`src/rtl/sm83_fetch_pkg.sv`:
```
// ---------------------------------------------------------------------------
// sm83_fetch_pkg
//   Shared types for the SM83 instruction fetch stage and the decoder that
//   consumes its bundles.
//   Contents:
//     data_t / instr_t / addr_t  byte, opcode and 16-bit address types
//     imm_len_t                  number of immediate bytes after an opcode
//     fetch_state_t              fetch FSM encoding (also exported for debug)
//     fetch_bundle_t             one complete instruction handed to decode
//     CB_PREFIX                  opcode byte that selects the CB table
//     imm_len()                  immediate length of a non-CB opcode
// ---------------------------------------------------------------------------
package sm83_fetch_pkg;

    typedef logic [7:0]  data_t;
    typedef logic [7:0]  instr_t;
    typedef logic [15:0] addr_t;
    typedef logic [1:0]  imm_len_t;

    localparam data_t CB_PREFIX = 8'hCB;

    typedef enum logic [2:0] {
        S_OP  = 3'd0,   // fetch opcode (or CB prefix)
        S_CB  = 3'd1,   // fetch opcode following the CB prefix
        S_LO  = 3'd2,   // fetch immediate low byte
        S_HI  = 3'd3,   // fetch immediate high byte
        S_OUT = 3'd4,   // present bundle to decode
        S_HLT = 3'd5    // halted, no fetches issued
    } fetch_state_t;

    typedef struct packed {
        instr_t      instr;
        logic        is_cb;
        logic [15:0] imm;
        addr_t       pc;
        addr_t       next_pc;
    } fetch_bundle_t;

    // Immediate length of an unprefixed opcode. CB-prefixed opcodes never
    // carry an immediate, so callers must not apply this to the CB table.
    // Illegal opcodes fall through to 0.
    function automatic imm_len_t imm_len(input data_t op);
        imm_len_t len;
        len = 2'd0;
        case (op)
            8'h01, 8'h11, 8'h21, 8'h31, 8'h08,
            8'hC2, 8'hC3, 8'hCA, 8'hD2, 8'hDA,
            8'hC4, 8'hCC, 8'hCD, 8'hD4, 8'hDC,
            8'hEA, 8'hFA:
                len = 2'd2;
            8'h10, 8'h18, 8'h20, 8'h28, 8'h30, 8'h38,
            8'hE0, 8'hF0, 8'hE8, 8'hF8:
                len = 2'd1;
            default: begin
                // xx110 in block 0 (LD r,d8) and block 3 (ALU A,d8)
                if ((op[2:0] == 3'b110) && ((op[7:6] == 2'b00) || (op[7:6] == 2'b11))) begin
                    len = 2'd1;
                end
            end
        endcase
        return len;
    endfunction

endpackage

```
`src/rtl/sm83_fetch_if.sv`:
```
// ---------------------------------------------------------------------------
// sm83_fetch_if
//   Bus bundle between the fetch stage and its environment (byte memory,
//   decoder, execute control).
//   Signals:
//     mem_req/mem_addr/mem_ack/mem_rdata   byte read port
//     dec_valid/dec_ready/dec_*           instruction bundle to decode
//     redir_valid/redir_pc                 execute redirect
//     halt                                 stop fetching after next handoff
//   Modports:
//     master  fetch stage side
//     slave   memory / decoder / execute side
//
//   Handshakes:
//     memory  - mem_req is held with a stable mem_addr until a cycle with
//               mem_ack high; each such cycle transfers exactly one byte on
//               mem_rdata. mem_ack may be high in the first request cycle.
//               A redirect in the ack cycle discards that byte and the
//               request continues at the new address.
//     decode  - the bundle on dec_* is stable while dec_valid is high and
//               transfers on the clock edge where dec_valid && dec_ready.
//               A redirect in that cycle voids the transfer.
// ---------------------------------------------------------------------------
interface sm83_fetch_if;
    import sm83_fetch_pkg::*;

    logic        mem_req;
    addr_t       mem_addr;
    logic        mem_ack;
    data_t       mem_rdata;

    logic        dec_valid;
    logic        dec_ready;
    instr_t      dec_instr;
    logic        dec_is_cb;
    logic [15:0] dec_imm;
    addr_t       dec_pc;
    addr_t       dec_next_pc;

    logic        redir_valid;
    addr_t       redir_pc;
    logic        halt;

    modport master (
        output mem_req, mem_addr,
        input  mem_ack, mem_rdata,
        output dec_valid, dec_instr, dec_is_cb, dec_imm, dec_pc, dec_next_pc,
        input  dec_ready,
        input  redir_valid, redir_pc, halt
    );

    modport slave (
        input  mem_req, mem_addr,
        output mem_ack, mem_rdata,
        input  dec_valid, dec_instr, dec_is_cb, dec_imm, dec_pc, dec_next_pc,
        output dec_ready,
        output redir_valid, redir_pc, halt
    );

endinterface

```
`src/rtl/sm83_fetch.sv`:
```
// ---------------------------------------------------------------------------
// sm83_fetch
//   SM83 instruction fetch stage. Walks PC over a byte-wide read port,
//   recognises the CB prefix, gathers 0/1/2 immediate bytes and presents one
//   complete instruction bundle to the decoder.
//   Parameters:
//     RESET_PC   PC loaded at reset (boot ROM entry)
//   Ports:
//     clk        system clock, rising edge
//     rst_n      asynchronous active-low reset
//     bus        sm83_fetch_if.master (memory, decode, redirect, halt)
//     dbg_state  current fetch FSM state
// ---------------------------------------------------------------------------
module sm83_fetch
    import sm83_fetch_pkg::*;
#(
    parameter addr_t RESET_PC = 16'h0000
) (
    input  logic          clk,
    input  logic          rst_n,
    sm83_fetch_if.master  bus,
    output fetch_state_t  dbg_state
);

    fetch_state_t  state_q,  state_d;
    addr_t         pc_q,     pc_d;
    imm_len_t      len_q,    len_d;
    fetch_bundle_t bundle_q, bundle_d;
    // Low during reset so that mem_req stays low until the first edge after
    // reset release, even though the FSM already sits in S_OP.
    logic          run_q,    run_d;

    logic          fetching;
    logic          ack;
    addr_t         pc_inc;

    // ---------------- state register ----------------
    always_ff @(posedge clk or negedge rst_n) begin
        if (!rst_n) begin
            state_q  <= S_OP;
            pc_q     <= RESET_PC;
            len_q    <= 2'd0;
            bundle_q <= '0;
            run_q    <= 1'b0;
        end else begin
            state_q  <= state_d;
            pc_q     <= pc_d;
            len_q    <= len_d;
            bundle_q <= bundle_d;
            run_q    <= run_d;
        end
    end

    // ---------------- next-state logic ----------------
    always_comb begin
        state_d  = state_q;
        pc_d     = pc_q;
        len_d    = len_q;
        bundle_d = bundle_q;
        run_d    = 1'b1;
        pc_inc   = pc_q + 16'd1;    // 16-bit wrap is intended
        // An ack only counts while a request is actually outstanding.
        ack      = bus.mem_ack && fetching;

        if (bus.redir_valid) begin
            // Redirect overrides everything: any ack or decode handshake in
            // this cycle is dropped and fetching restarts at the target.
            state_d        = S_OP;
            pc_d           = bus.redir_pc;
            bundle_d.imm   = '0;
            bundle_d.is_cb = 1'b0;
        end else begin
            case (state_q)
                S_OP: begin
                    if (ack) begin
                        pc_d           = pc_inc;
                        bundle_d.pc    = pc_q;
                        bundle_d.imm   = '0;
                        bundle_d.is_cb = 1'b0;
                        if (bus.mem_rdata == CB_PREFIX) begin
                            state_d = S_CB;
                        end else begin
                            bundle_d.instr = bus.mem_rdata;
                            len_d          = imm_len(bus.mem_rdata);
                            if (imm_len(bus.mem_rdata) == 2'd0) begin
                                state_d          = S_OUT;
                                bundle_d.next_pc = pc_inc;
                            end else begin
                                state_d = S_LO;
                            end
                        end
                    end
                end
                S_CB: begin
                    if (ack) begin
                        pc_d             = pc_inc;
                        bundle_d.instr   = bus.mem_rdata;
                        bundle_d.is_cb   = 1'b1;
                        bundle_d.next_pc = pc_inc;
                        state_d          = S_OUT;
                    end
                end
                S_LO: begin
                    if (ack) begin
                        pc_d              = pc_inc;
                        bundle_d.imm[7:0] = bus.mem_rdata;
                        if (len_q == 2'd2) begin
                            state_d = S_HI;
                        end else begin
                            state_d          = S_OUT;
                            bundle_d.next_pc = pc_inc;
                        end
                    end
                end
                S_HI: begin
                    if (ack) begin
                        pc_d               = pc_inc;
                        bundle_d.imm[15:8] = bus.mem_rdata;
                        bundle_d.next_pc   = pc_inc;
                        state_d            = S_OUT;
                    end
                end
                S_OUT: begin
                    if (bus.dec_ready) begin
                        state_d = bus.halt ? S_HLT : S_OP;
                    end
                end
                S_HLT: begin
                    if (!bus.halt) begin
                        state_d = S_OP;
                    end
                end
                default: begin
                    state_d = S_OP;
                end
            endcase
        end
    end

    // ---------------- output logic ----------------
    always_comb begin
        fetching        = run_q && ((state_q == S_OP) || (state_q == S_CB) ||
                                    (state_q == S_LO) || (state_q == S_HI));
        bus.mem_req     = fetching;
        bus.mem_addr    = pc_q;
        bus.dec_valid   = (state_q == S_OUT);
        bus.dec_instr   = bundle_q.instr;
        bus.dec_is_cb   = bundle_q.is_cb;
        bus.dec_imm     = bundle_q.imm;
        bus.dec_pc      = bundle_q.pc;
        bus.dec_next_pc = bundle_q.next_pc;
        dbg_state       = state_q;
    end

endmodule

```
`src/flat_wrapper.sv`:
```
// flat-port wrapper written by rule: the top's interface ports become plain ports
module sm83_fetch_flat import sm83_fetch_pkg::*;
#(
    parameter addr_t RESET_PC = 16'h0000
)
  (clk, rst_n, dbg_state, bus_mem_req, bus_mem_addr, bus_mem_ack, bus_mem_rdata, bus_dec_valid, bus_dec_instr, bus_dec_is_cb, bus_dec_imm, bus_dec_pc, bus_dec_next_pc, bus_dec_ready, bus_redir_valid, bus_redir_pc, bus_halt);
  sm83_fetch_if bus_i ();
  input  logic clk;
  input  logic rst_n;
  output fetch_state_t dbg_state;
  output wire logic [$bits(bus_i.mem_req)-1:0] bus_mem_req;
  output wire logic [$bits(bus_i.mem_addr)-1:0] bus_mem_addr;
  input wire logic [$bits(bus_i.mem_ack)-1:0] bus_mem_ack;
  input wire logic [$bits(bus_i.mem_rdata)-1:0] bus_mem_rdata;
  output wire logic [$bits(bus_i.dec_valid)-1:0] bus_dec_valid;
  output wire logic [$bits(bus_i.dec_instr)-1:0] bus_dec_instr;
  output wire logic [$bits(bus_i.dec_is_cb)-1:0] bus_dec_is_cb;
  output wire logic [$bits(bus_i.dec_imm)-1:0] bus_dec_imm;
  output wire logic [$bits(bus_i.dec_pc)-1:0] bus_dec_pc;
  output wire logic [$bits(bus_i.dec_next_pc)-1:0] bus_dec_next_pc;
  input wire logic [$bits(bus_i.dec_ready)-1:0] bus_dec_ready;
  input wire logic [$bits(bus_i.redir_valid)-1:0] bus_redir_valid;
  input wire logic [$bits(bus_i.redir_pc)-1:0] bus_redir_pc;
  input wire logic [$bits(bus_i.halt)-1:0] bus_halt;
  assign bus_mem_req = bus_i.mem_req;
  assign bus_mem_addr = bus_i.mem_addr;
  assign bus_i.mem_ack = bus_mem_ack;
  assign bus_i.mem_rdata = bus_mem_rdata;
  assign bus_dec_valid = bus_i.dec_valid;
  assign bus_dec_instr = bus_i.dec_instr;
  assign bus_dec_is_cb = bus_i.dec_is_cb;
  assign bus_dec_imm = bus_i.dec_imm;
  assign bus_dec_pc = bus_i.dec_pc;
  assign bus_dec_next_pc = bus_i.dec_next_pc;
  assign bus_i.dec_ready = bus_dec_ready;
  assign bus_i.redir_valid = bus_redir_valid;
  assign bus_i.redir_pc = bus_redir_pc;
  assign bus_i.halt = bus_halt;
  sm83_fetch #(.RESET_PC(RESET_PC)) u_core (.clk(clk), .rst_n(rst_n), .bus(bus_i), .dbg_state(dbg_state));
endmodule
```
`config.mk`:
```
export PLATFORM = sky130hd
export DESIGN_NAME = sm83_fetch_flat
export DESIGN_NICKNAME = d
export VERILOG_FILES = /design/src/rtl/sm83_fetch_pkg.sv /design/src/rtl/sm83_fetch_if.sv /design/src/rtl/sm83_fetch.sv /design/src/flat_wrapper.sv
export SDC_FILE = /design/constraint.sdc
export NUM_CORES = 1
export LEC_CHECK = 0
export CAP_MARGIN = 5
export CORE_ASPECT_RATIO = 1.4
export CORE_MARGIN = 2
export CORE_UTILIZATION = 45
export CTS_CLUSTER_SIZE = 40
export DETAILED_ROUTE_END_ITERATION = 8
export GPL_ROUTABILITY_DRIVEN = 0
export PLACE_DENSITY = 0.82
export RECOVER_POWER = 25
export SLEW_MARGIN = 20
export SYNTH_ARGS = -nofsm -noshare
export SYNTH_HDL_FRONTEND = slang
export SYNTH_SLANG_ARGS = --single-unit
export TNS_END_PERCENT = 30
```
`constraint.sdc`:
```
create_clock -name clk -period 2 [get_ports clk]
set_input_delay 0.6 -clock clk [delete_from_list [all_inputs] [get_ports clk]]
set_output_delay 0.6 -clock clk [all_outputs]
set_load 0.005 [all_outputs]
```
==> impl_metrics.ini <==
[run_status]
status = finished, violations left
violations = setup timing

[grt]
antenna_found_initial = 0
first_global_vias = 3594
gr-max-usage-layer = met2
grt_max_degree = 50
grt_use_met2_pct = 45.6
gr-usage-met1_pct = 27.3
grt-ovfl-total = 0
grt_first_pass_wirelength_um = 17500
grt_usage_pct = 25.1
grtUsageMet3_pct = 5.74

[yosys]
yosysUniqueCellTypes = 43
syn_area_um2 = 3800
synth_nets = 392
synthCells = 358
synthArstFlopShare_pct = 100
yosysWarnings = 0
seq_area_frac_synth_pct = 52.0
avgSynthCellArea_um2 = 10.6
synth-seq-cells = 79
synth_edf_count = 0
synth_flop_cell = dfrtp_1

[clock_network]
cts_tree = yes
insertion_delay_ns = 0.34
clockBufferDepth = 2
cts_buffers = 9
root_buffer = clkbuf_16
cts_sinks = 79
h-tree-depth = 3
cts.reportedPaths.clkPinSlew_ns = 0.06

[die]
die_w_um = 81.7
ioPinCount = 108
coreArea_um2 = 8200
die_h_um = 113
dieArea_um2 = 9220
start_util_pct = 46.4
rows = 39

[critical_path]
end_kind = register
r2r_end = u_core.bus.dec_next_pc[8]$_DFFE_PN0P_
cp-start-kind = input port
reg2regPathDepth = 6
crit_type = in2reg
critPathArrivalTime_ns = 2.36
crit_fanout = 7
reg2reg_slack_ns = 0.16
crit_required_ns = 2.21
r2r-start = u_core.dbg_state[0]$_DFFE_PN0P_

[sta]
setup-tns-final_ns = -1.97
fin_crit_sh_pct = 107
hold_viol = 0
worst_slew_pin_slew_ns = 0.670
setup-violations-final = 16
grt_setup_unrepaired = true
relSlewSlack_pct = 55.3
fmax_mhz = 466
fin_crit_ns = 2.15
drv_slew = 0
setup_ws_ns = -0.145
finClkSkew_ns = 0.00658
holdWs_ns = 0.270

[pwr]
power_w = 0.00533
ir_worst_vdd_mv = 0.626
power_frac_seq_pct = 38.9
p_sw_share_pct = 24.6
internal_power_w = 0.00402
clkPwrFrac_pct = 35.5
combPwrFrac_pct = 25.7
cellLeakagePower_nw = 2.62
net-switching-power_w = 0.00131
p_per_area_nw_per_um2 = 894

[place]
io_buffers = 107
hpwl_um = 7860
dp_slack_ns = -1.03

[routing]
firstDrtPassIters = 4
vias = 3390
ant_nets = 0
wire_per_inst_um = 17.7
drc = 0
routed_wl_um = 11100
viasPerCell = 5.43
detail_route.iter0.violations = 95

[finish]
num_antenna_cells = 0
fin_nets = 551
nFillCells = 567
drive_gt1_share_pct = 27.8
utilization_pct = 72.7
area_growth_pct = 56.6

[hold_path]
holdCritPathClass = in2async

[job]
drv_cap = 0
state kept, by name, summed over array words and instances, names as in the netlist:
register and count:
u_core.bus.dec_imm 16, u_core.bus.dec_instr 8, u_core.bus.dec_is_cb 1, u_core.bus.dec_next_pc 16
u_core.bus.dec_pc 16, u_core.bus.mem_addr 16, u_core.dbg_state 3, u_core.len_q 2
u_core.run_q 1
repair_timing:
item / CTS / global route
hold buffers: 0 / 0
cloned: 1 / 0
setup buffers: 6 / 2
endpoints found under the setup margin: 32 / 33
pin swaps: 8 / 7
resized for setup: 76 / 17
how the worst max path moves through the flow:
stage | endpoint | cells past startpoint | slack (ns) | from
3_5_place_dp | u_core.bus.dec_next_pc[3]$_DFFE_PN0P_ | 9 | -1.03 | bus_mem_rdata[6]
5_1_grt | u_core.bus.dec_next_pc[14]$_DFFE_PN0P_ | 8 | -0.19 | bus_mem_rdata[6]
2_1_floorplan | u_core.bus.dec_next_pc[10]$_DFFE_PN0P_ | 8 | -0.35 | bus_mem_rdata[2]
4_1_cts | u_core.bus.dec_next_pc[14]$_DFFE_PN0P_ | 8 | -0.19 | bus_mem_rdata[5]
6_report | u_core.bus.dec_next_pc[8]$_DFFE_PN0P_ | 8 | -0.15 | bus_mem_rdata[6]
3_3_place_gp | u_core.bus.dec_next_pc[4]$_DFFE_PN0P_ | 9 | -0.92 | bus_mem_rdata[6]
per-stage QoR:
stage          area (µm²)  cells
2_1_floorplan        3840    358
3_3_place_gp         5380    601
3_5_place_dp         5380    601
4_1_cts              5950    624
5_1_grt              5960    624
6_report             5960    624
layer usage:
layer / wire length (µm) / part of all wire (%)
met4: 271 / 2.5
met5: 0 / 0
met3: 635 / 5.7
met2: 6000 / 54
met1: 4150 / 38
power by group through the flow:
stage	Sequential (W)	Clock, W	Combinational, W
floorplan	0.00207	0	0.000449
global placement	0.00208	0	0.00125
detailed placement	0.00209	0	0.00129
CTS	0.00206	0.00191	0.00137
global route	0.00210	0.00198	0.00148
finish	0.00207	0.00189	0.00137
logic make-up after synthesis:
family,synth area share (%)
fa+ha+maj,1.32
buf+inv,3.65
other cells,0.0986
mux,10.7
simple gates,14.9
xor+xnor,6.91
flops,52.0
compound gates,10.5
cell usage after synthesis (3+ instances only):
| cell | number | area (µm²) |
|---|---|---|
| dfrtp_1 | 79 | 1980 |
| nand2_1 | 51 | 191 |
| o21ai_0 | 29 | 145 |
| mux2_2 | 22 | 248 |
| nor2_1 | 20 | 75.1 |
| a22o_1 | 17 | 149 |
| xnor2_1 | 17 | 149 |
| clkbuf_1 | 16 | 60.1 |
| xor2_1 | 13 | 114 |
| nor3_1 | 11 | 55.1 |
| nand3_1 | 9 | 45.0 |
| inv_1 | 8 | 30.0 |
| mux2_4 | 8 | 120 |
| a21oi_1 | 7 | 35.0 |
| and3_1 | 6 | 37.5 |
| ha_1 | 4 | 50.1 |
| mux2i_1 | 4 | 40.0 |
| nand2b_1 | 4 | 25.0 |
| nand3b_1 | 4 | 30.0 |
| nand4_1 | 3 | 18.8 |
critical path, cell delays in order:
cell and delay, ns:
buf_4 0.12, ha_4 0.14, nand2b_1 0.09, or4_4 0.52, and3_4 0.20, a22o_4 0.24, buf_12 0.15, mux2_4 0.30
final cells by class:
type | instances | area, µm² | area share [%]
Multi-Input combinational cell | 249 | 1890 | 31.8
Timing Repair Buffer | 170 | 1580 | 26.5
Inverter | 8 | 30.0 | 0.504
Clock buffer | 11 | 243 | 4.07
Tap cell | 102 | 128 | 2.14
Sequential cell | 79 | 1980 | 33.3
Clock inverter | 5 | 104 | 1.74
cell usage in the layout, fill, tap and decap left out, types with 3 or more instances in the layout:
cell type / n
dlygate4sd2_1: 3
buf_12: 3
nand2b_1: 4
a22o_1: 16
dfrtp_2: 5
clkbuf_16: 9
dfrtp_1: 74
nand2_1: 51
and3_1: 5
bufinv_16: 3
clkdlybuf4s50_1: 93
a21oi_1: 6
nand3_1: 9
nand4_1: 3
buf_6: 4
ha_4: 3
nor2_1: 18
mux2_2: 16
xnor2_1: 17
mux2i_1: 3
buf_4: 57
buf_2: 3
xor2_1: 13
inv_1: 8
nor3_1: 7
mux2_4: 14
nor3_2: 3
nand3b_1: 4
o21ai_0: 28
Power figures use the tool's default switching activity.
